<file path="src/rtl/wb_trace_fifo.sv">
`default_nettype none
// ============================================================================
//  Module      : wb_trace_fifo
//  Description : Captures CPU pipeline events (WB register writes, MEM loads,
//                MEM stores) as time-stamped trace records and buffers them in
//                a DEPTH-entry FIFO for a ready/valid consumer.
//
//  Ports
//    clk           : single clock, all state on rising edge
//    reset         : synchronous, active-high reset
//    wb_regwrite   : WB stage register-write strobe
//    wb_regdata    : WB stage write data
//    mem_memread   : MEM stage load strobe
//    mem_memwrite  : MEM stage store strobe
//    mem_memdata   : MEM stage memory data
//    out_valid     : head record available
//    out_ready     : consumer accepts head record
//    out_kind      : head record type (00 WB, 01 load, 10 store)
//    out_data      : head record data
//    out_cycle     : cycle stamp of head record
//    count         : current occupancy, 0..DEPTH
//    overflow      : sticky flag, a record was lost to a full FIFO
//    dropped       : saturating count of records lost to a full FIFO
//    collide       : saturating count of events lost to same-cycle arbitration
//
//  Parameters
//    DEPTH : FIFO entry count, power of two, minimum 2
//    CW    : width of the cycle stamp and the drop/collide counters
//
//  Revision    : 1.0  initial release
// ============================================================================
module wb_trace_fifo #(
    parameter int DEPTH = 8,
    parameter int CW    = 16
) (
    input  logic                     clk,
    input  logic                     reset,
    input  logic                     wb_regwrite,
    input  logic [31:0]              wb_regdata,
    input  logic                     mem_memread,
    input  logic                     mem_memwrite,
    input  logic [31:0]              mem_memdata,
    output logic                     out_valid,
    input  logic                     out_ready,
    output logic [1:0]               out_kind,
    output logic [31:0]              out_data,
    output logic [CW-1:0]            out_cycle,
    output logic [$clog2(DEPTH):0]   count,
    output logic                     overflow,
    output logic [CW-1:0]            dropped,
    output logic [CW-1:0]            collide
);

    localparam int AW = $clog2(DEPTH);

    localparam logic [1:0]    c_KIND_WB  = 2'b00;
    localparam logic [1:0]    c_KIND_LD  = 2'b01;
    localparam logic [1:0]    c_KIND_ST  = 2'b10;
    localparam logic [CW-1:0] c_CNT_MAX  = {CW{1'b1}};
    localparam logic [AW:0]   c_DEPTH    = (AW+1)'(DEPTH);
    localparam logic [AW:0]   c_CNT_ONE  = (AW+1)'(1);
    localparam logic [AW-1:0] c_PTR_ONE  = AW'(1);

    // ------------------------------------------------------------------
    // State
    // ------------------------------------------------------------------
    logic [CW-1:0] cyc_q,      cyc_d;
    logic [AW-1:0] wr_ptr_q,   wr_ptr_d;
    logic [AW-1:0] rd_ptr_q,   rd_ptr_d;
    logic [AW:0]   count_q,    count_d;
    logic          overflow_q, overflow_d;
    logic [CW-1:0] dropped_q,  dropped_d;
    logic [CW-1:0] collide_q,  collide_d;

    // Record storage; no reset needed since count gates visibility.
    logic [1:0]    kind_mem  [DEPTH];
    logic [31:0]   data_mem  [DEPTH];
    logic [CW-1:0] stamp_mem [DEPTH];

    // ------------------------------------------------------------------
    // Event arbitration: WB write > store > load. Every asserted strobe
    // that is not the winner counts as one collision.
    // ------------------------------------------------------------------
    logic          w_rec_valid;
    logic [1:0]    w_rec_kind;
    logic [31:0]   w_rec_data;
    logic [1:0]    w_losers;

    always_comb begin
        w_rec_valid = wb_regwrite | mem_memwrite | mem_memread;
        w_rec_kind  = c_KIND_WB;
        w_rec_data  = wb_regdata;
        w_losers    = 2'd0;
        if (wb_regwrite) begin
            w_losers = {1'b0, mem_memwrite} + {1'b0, mem_memread};
        end else if (mem_memwrite) begin
            w_rec_kind = c_KIND_ST;
            w_rec_data = mem_memdata;
            w_losers   = {1'b0, mem_memread};
        end else if (mem_memread) begin
            w_rec_kind = c_KIND_LD;
            w_rec_data = mem_memdata;
        end
    end

    // ------------------------------------------------------------------
    // FIFO control. A pop frees a slot in the same cycle, so a full FIFO
    // that is being drained still accepts the new record.
    // ------------------------------------------------------------------
    logic w_empty;
    logic w_full;
    logic w_pop;
    logic w_push;
    logic w_drop;

    assign w_empty = (count_q == '0);
    assign w_full  = (count_q == c_DEPTH);
    assign w_pop   = !w_empty && out_ready;
    assign w_push  = w_rec_valid && (!w_full || w_pop);
    assign w_drop  = w_rec_valid && w_full && !w_pop;

    // Collision counter adds 0..2 per cycle; one extra bit detects
    // saturation.
    logic [CW:0] w_coll_sum;
    assign w_coll_sum = {1'b0, collide_q} + (CW+1)'(w_losers);

    // ------------------------------------------------------------------
    // Next-state logic
    // ------------------------------------------------------------------
    always_comb begin
        cyc_d      = cyc_q + CW'(1);
        wr_ptr_d   = wr_ptr_q;
        rd_ptr_d   = rd_ptr_q;
        count_d    = count_q;
        overflow_d = overflow_q | w_drop;
        dropped_d  = dropped_q;
        collide_d  = w_coll_sum[CW] ? c_CNT_MAX : w_coll_sum[CW-1:0];

        if (w_push) begin
            wr_ptr_d = wr_ptr_q + c_PTR_ONE;
        end
        if (w_pop) begin
            rd_ptr_d = rd_ptr_q + c_PTR_ONE;
        end

        case ({w_push, w_pop})
            2'b10:   count_d = count_q + c_CNT_ONE;
            2'b01:   count_d = count_q - c_CNT_ONE;
            default: count_d = count_q;
        endcase

        if (w_drop && (dropped_q != c_CNT_MAX)) begin
            dropped_d = dropped_q + CW'(1);
        end
    end

    // ------------------------------------------------------------------
    // State registers
    // ------------------------------------------------------------------
    always_ff @(posedge clk) begin
        if (reset) begin
            cyc_q      <= '0;
            wr_ptr_q   <= '0;
            rd_ptr_q   <= '0;
            count_q    <= '0;
            overflow_q <= 1'b0;
            dropped_q  <= '0;
            collide_q  <= '0;
        end else begin
            cyc_q      <= cyc_d;
            wr_ptr_q   <= wr_ptr_d;
            rd_ptr_q   <= rd_ptr_d;
            count_q    <= count_d;
            overflow_q <= overflow_d;
            dropped_q  <= dropped_d;
            collide_q  <= collide_d;
        end
    end

    // Record storage write port; the stamp is the counter value of the
    // sampling cycle.
    always_ff @(posedge clk) begin
        if (!reset && w_push) begin
            kind_mem[wr_ptr_q]  <= w_rec_kind;
            data_mem[wr_ptr_q]  <= w_rec_data;
            stamp_mem[wr_ptr_q] <= cyc_q;
        end
    end

    // ------------------------------------------------------------------
    // Outputs
    // ------------------------------------------------------------------
    assign out_valid = !w_empty;
    assign out_kind  = kind_mem[rd_ptr_q];
    assign out_data  = data_mem[rd_ptr_q];
    assign out_cycle = stamp_mem[rd_ptr_q];
    assign count     = count_q;
    assign overflow  = overflow_q;
    assign dropped   = dropped_q;
    assign collide   = collide_q;

endmodule
`default_nettype wire

</file>
<file path="config.mk">
export PLATFORM = sky130hd
export DESIGN_NAME = wb_trace_fifo
export DESIGN_NICKNAME = d
export VERILOG_FILES = /design/src/rtl/wb_trace_fifo.sv
export SDC_FILE = /design/constraint.sdc
export NUM_CORES = 1
export LEC_CHECK = 0
export CAP_MARGIN = 0
export CORE_MARGIN = 3
export CORE_UTILIZATION = 51
export DETAILED_ROUTE_END_ITERATION = 7
export PLACE_DENSITY_LB_ADDON = 0.3
export RECOVER_POWER = 100
export SLEW_MARGIN = 10
export SYNTH_ARGS = -nofsm -noshare
export SYNTH_HDL_FRONTEND = slang
export SYNTH_SLANG_ARGS = --single-unit
export TNS_END_PERCENT = 50
</file>
<file path="constraint.sdc">
create_clock -name clk -period 7.63 [get_ports clk]
set_input_delay 0.763 -clock clk [delete_from_list [all_inputs] [get_ports clk]]
set_output_delay 0.763 -clock clk [all_outputs]
set_load 0.02 [all_outputs]
</file>
Word-level counts from Yosys, hierarchy flattened --
Memory sizes are Yosys's and may differ from the RTL's. A register that Yosys moved wholly into a read port is not among the register bits. Index checks and enable logic that the tools add are counted.
Word-level totals: flip-flop bits (word level) 59, bits in writable memories 400, bits of input ports 70, output and inout port bits 88, word-level logic and storage cells 56, memories 3
Cells by class: add/sub/neg operators 8, eq/ne operators 4, multiplexer cells 18, bitwise logic cells 3, reductions and logical operators 13
Memory list:
- data_mem | words 8, width 32, read ports 1, clocked after Yosys merged registers in 1, wr ports 1, line 77 | logic [31:0] data_mem [DEPTH];
- stamp_mem | words 8, width 16, read ports 1, clocked after Yosys merged registers in 1, wr ports 1, line 78 | logic [CW-1:0] stamp_mem [DEPTH];
- kind_mem | words 8, width 2, read ports 1, clocked after Yosys merged registers in 1, wr ports 1, line 76 | logic [1:0] kind_mem [DEPTH];
Operator list (number):
- $mux W32 | 3
- $add A16 B1 Y16 const B | 2
- $mux W3 | 6
- $add A16 B2 Y17 | 1
- $mux W16 | 1
- $ne A16 B16 Y1 const B | 1
- $pmux W4 S2 | 1
- $add A3 B1 Y3 const B | 2
- $logic_and A1 B1 Y1 | 6
- $mux W2 | 3
- $add A4 B1 Y4 const B | 1
- $eq A4 B4 Y1 const B | 1
- $logic_not A1 Y1 | 4
- $logic_not A4 Y1 | 1
- $mux W1 | 4
- $sub A4 B1 Y4 const B | 1
- $or A1 B1 Y1 | 3
- $add A1 B1 Y2 | 1
- $eq A2 B1 Y1 const B | 1
- $eq A2 B2 Y1 const B | 1
- $reduce_bool A2 Y1 | 1
- $logic_or A1 B1 Y1 | 1

Longest topological paths before layout --
depth in word-level cells 8, depth in mapped cells 11, mapped depth without buffers 10

Least setup slack after synthesis --
No wires, ideal clock.
path kind in2reg, start input port wb_regwrite, end memory data_mem[1][0], enable pin, setup time 0.519 ns, data arrival time 5.063 ns, required time 7.111 ns, slack 2.047 ns, cell stages on the path 5, buffers on the path 1, path through or3_1 buf_2 o21ai_1 or3b_2 nor3_1
Between the ends: cells in the longest elaborated chain, start to end 6
Ends and longest elaborated chain:
- from (decl) | line 38 | input logic wb_regwrite,
- $or A1 B1 Y1 (2 in series) | line 90 | w_rec_valid = wb_regwrite | mem_memwrite | mem_memread;
- $logic_and A1 B1 Y1 | line 119 | assign w_push = w_rec_valid && (!w_full || w_pop);
- $logic_and A1 B1 Y1 | line 183 | if (!reset && w_push) begin
- $mux W1 | line 183
- $mux W1 (implied by the code) | line 185 | data_mem[wr_ptr_q] <= w_rec_data;
- to (decl) | line 77
No other way between the ends.

Final worst setup path --
start input port wb_regwrite, end memory data_mem[2][0], enable pin
The elaborated chain is that of the path after synthesis.

==> impl_results.md <==
- Area growth syn-to-layout: 19.0%
- Highest metal used: met4
- Drt total wl: 36600 um
- IO buf count: 157
- Sequential fraction of the synthesis area: 71.7%
- IO Count: 158
- Initial antenna violation count: 1
- Die width: 196 um
- DR pass1 iterations: 5
- Max incr delay on CP: 1.86 ns
- Reg2Reg Launch Point: count[1]
- Placed insts: 1566
- Initial Util: 51.8%
- Setup bufs post-CTS: 0
- Drt wl/cell: 22.2 um
- H-tree levels: 2
- RSZ-0062 raised after global routing: false
- Clock buffer count from CTS: 46
- Seq cells post-synth: 462
- Clock tree buffer depth: 3
- Async set-or-reset flop fraction in the synthesized netlist: 0%
- Met2 wire len: 18400 um
- FILL cells: 2520
- # hold bufs at CTS: 0
- Met3 WL: 2060 um
- Cell chain of the critical path: dlygate4sd3_1, or3_1, o21ai_0, or3_1, nor2_1, clkbuf_1
- Largest net degree at the start of global routing: 75
- Core Box Area: 35700 um^2
- Gates resized, CTS repair: 0
- Hold EP: overflow
- Adder-cell share of the synthesized area: 0.718%
- CP Max Fanout: 36
- Clock Skew: 0.0104 ns
- Outcome: complete, but fails checks
- Hold path depth: 2
- CP arrival: 5.69 ns
- Bufs and invs on worst path: 2
- CTS tree: done
- Final setup violation count: 0
- Finished Layout Cells: 1648
- Pwr per Cell Area: 280 nW/um^2
- Slowest-stage cell, CP: clkbuf_1
- Final worst path period share: 73.3%
- Clock Latency Late Sink: 0.54 ns
- Worst reg2reg setup slack: 2.61 ns
- Grt total ovfl: 0
- Worst VDD drop: 0.000174 V
- Fin util: 61.7%
- Most frequent cells in the layout: 400 x edfxtp_1, 100 x mux4_2, 87 x dlygate4sd3_1, 69 x clkdlybuf4s50_1, 64 x mux2_2
- NumNets Final: 1233
- Vias in the first global route: 9849
- Synth Flop Type: edfxtp_1
- Mapped Area: 18500 um^2
- FF-to-FF End: data_mem[2][0]
- Die height: 196 um
- Peak Freq: 179 MHz
- Number of maximum-capacitance violations: 13
- Largest family of logic cells by synthesized area: multiplexers
- Post-Synth Simple-Gate Area: 5.09%
- CP delay by family, top: buffers and inverters
- Mux contribution to synthesized area: 18.3%
- CP endpoint kind: register
- Leak: 7.04 nW
- Worst slew margin: -153%
- Final Max Slew Viols: 521
- Synth Instances: 977
- Clock slew at reported path FFs: 0.06 ns
- Root buf cell: clkbuf_16
- DR vias: 9551
- Setup Crit Path Kind: input pin to register
- Xor/xnor share of the synthesized area: 1.09%
- Antenna Cells: 0
- Via density: 5.80
- Residual DRC: 0
- Area after DPL: 20600 um^2
- Post-DRT Antenna Nets: 0
- FF-to-FF path depth: 5
- Final min period: 5.59 ns
- Gpl congestion: 0.732
- Unique cell type count in the Yosys netlist: 50
- Worst Tran Pin Value: 3.79 ns
- Final Hold Viols: 0
- Most frequent CP cell: or3_1
- Met1 Routed Length: 15500 um
- Complex-gate fraction of the synthesized area: 1.86%
- Synth warnings: 0
- Setup TNS: 0 ns
- Final HPWL DP: 20600 um
- Hold_sp: overflow
- Post-route cell area: 22000 um^2
- Iteration-0 DRC Markers: 727
- EDFF count, synth: 400
- Syn nets: 1057
- Worst EP required: 7.73 ns
- Clock sink count: 462
- GRT Total Usage: 19.3%
- First-pass GRT wire length: 57500 um
- Die area: 38600 um^2
- Most common cell after layout, fill and taps aside: edfxtp_1
- Critical Path Start Type: input pin
- Share of cells above drive strength 1: 20.8%
- Avg Inst Size Synth: 18.9 um^2
- Hold/Removal Path Class: register to register
- Standard-cell rows: 69
- Failing checks: capacitance limit, slew limit
[per-stage QoR]
stage          hold slack (ns)  worst slack [ns]  total power [W]
3_5_place_dp             0.446              3.49          0.00412
4_1_cts                  0.415              2.99          0.00629
2_1_floorplan            0.454              2.05          0.00372
6_report                 0.451              2.04          0.00617
5_1_grt                  0.478              1.56          0.00643
3_3_place_gp             0.439              3.53          0.00411
[registers in the layout, indices dropped and copies added, names as in the netlist, named ones only]
signal	cells
rd_ptr_q	3
count	4
stamp_mem	128
dropped	16
collide	16
cyc_q	16
overflow	1
wr_ptr_q	3
kind_mem	16
data_mem	256
[cell families (layout without fill, tap and decap cells)]
logic type / Yosys count / in the layout
AO/OA/AOI/OAI: 55 / 55
XOR/XNOR: 23 / 23
buffers and inverters: 56 / 266
adder cells (fa/ha/maj): 10 / 10
AND/OR/NAND/NOR: 170 / 170
flip-flops: 462 / 462
multiplexers: 201 / 201
[final cells by class]
class                   count  area, um^2  area share, %
clock buffers              68        1310           5.93
clock inverters            14         141          0.643
flip-flops and latches    462       13300           60.3
well taps                 461         577           2.62
repair buffers            171        1640           7.44
multi-input cells         459        5020           22.8
inverters                  13        48.8          0.222
[how the worst max path moves through the flow]
stage,from,slack (ns),depth (start not counted),end
2_1_floorplan,wb_regwrite,2.05,5,data_mem[1][0]
3_3_place_gp,wb_regwrite,3.53,6,data_mem[3][8]
3_5_place_dp,wb_regwrite,3.49,6,data_mem[3][8]
4_1_cts,register,2.99,4,out_data[26]
5_1_grt,wb_regwrite,1.56,6,data_mem[2][0]
6_report,wb_regwrite,2.04,6,data_mem[2][0]
[worst min-delay path, cell delays in order, from the launching register on]
cell and delay, ns:
dfxtp_1 0.31, inv_1 0.04, a21oi_1 0.05
[metal layers]
layer  track usage, %  vias to the layer above
met5                0                        -
met4             4.57                        0
met3             3.09                       50
met2             32.1                      300
met1             27.4                     4920
li1                 -                     4281
[cells in the mapped netlist, types with 2 or more instances]
cell      count  area share (%)
o31ai_1       4            0.16
nor4_1       14            0.47
nor3_2        2            0.11
mux2_2       96             5.8
xnor2_1      16            0.76
a31oi_1       3            0.10
nand2b_1      8            0.27
mux4_2      100              12
a311oi_1      3            0.14
xor2_1        7            0.33
inv_1        13            0.26
nand3_1      15            0.41
buf_2        13            0.35
or4_1         6            0.24
ha_1          9            0.61
dfxtp_1      62             6.7
nor2b_1      19            0.64
mux2i_1       5            0.27
o21ai_0       8            0.22
or2_2         3            0.10
nor2_1       45            0.91
and4_1        3            0.14
a21oi_1      24            0.65
or3_1         7            0.24
buf_1         3           0.061
nor3_1        9            0.24
and3_1        3            0.10
edfxtp_1    400              65
nand2_1      21            0.43
clkbuf_1     27            0.55
nand4_1       5            0.17
a211oi_1      6            0.24
[where the power goes]
group          internal, W  switching (W)
clock network      0.00128       0.000876
registers          0.00285       0.000106
logic             0.000568       0.000490
total              0.00470        0.00147
No activity file was read; power rests on OpenSTA's default activity.
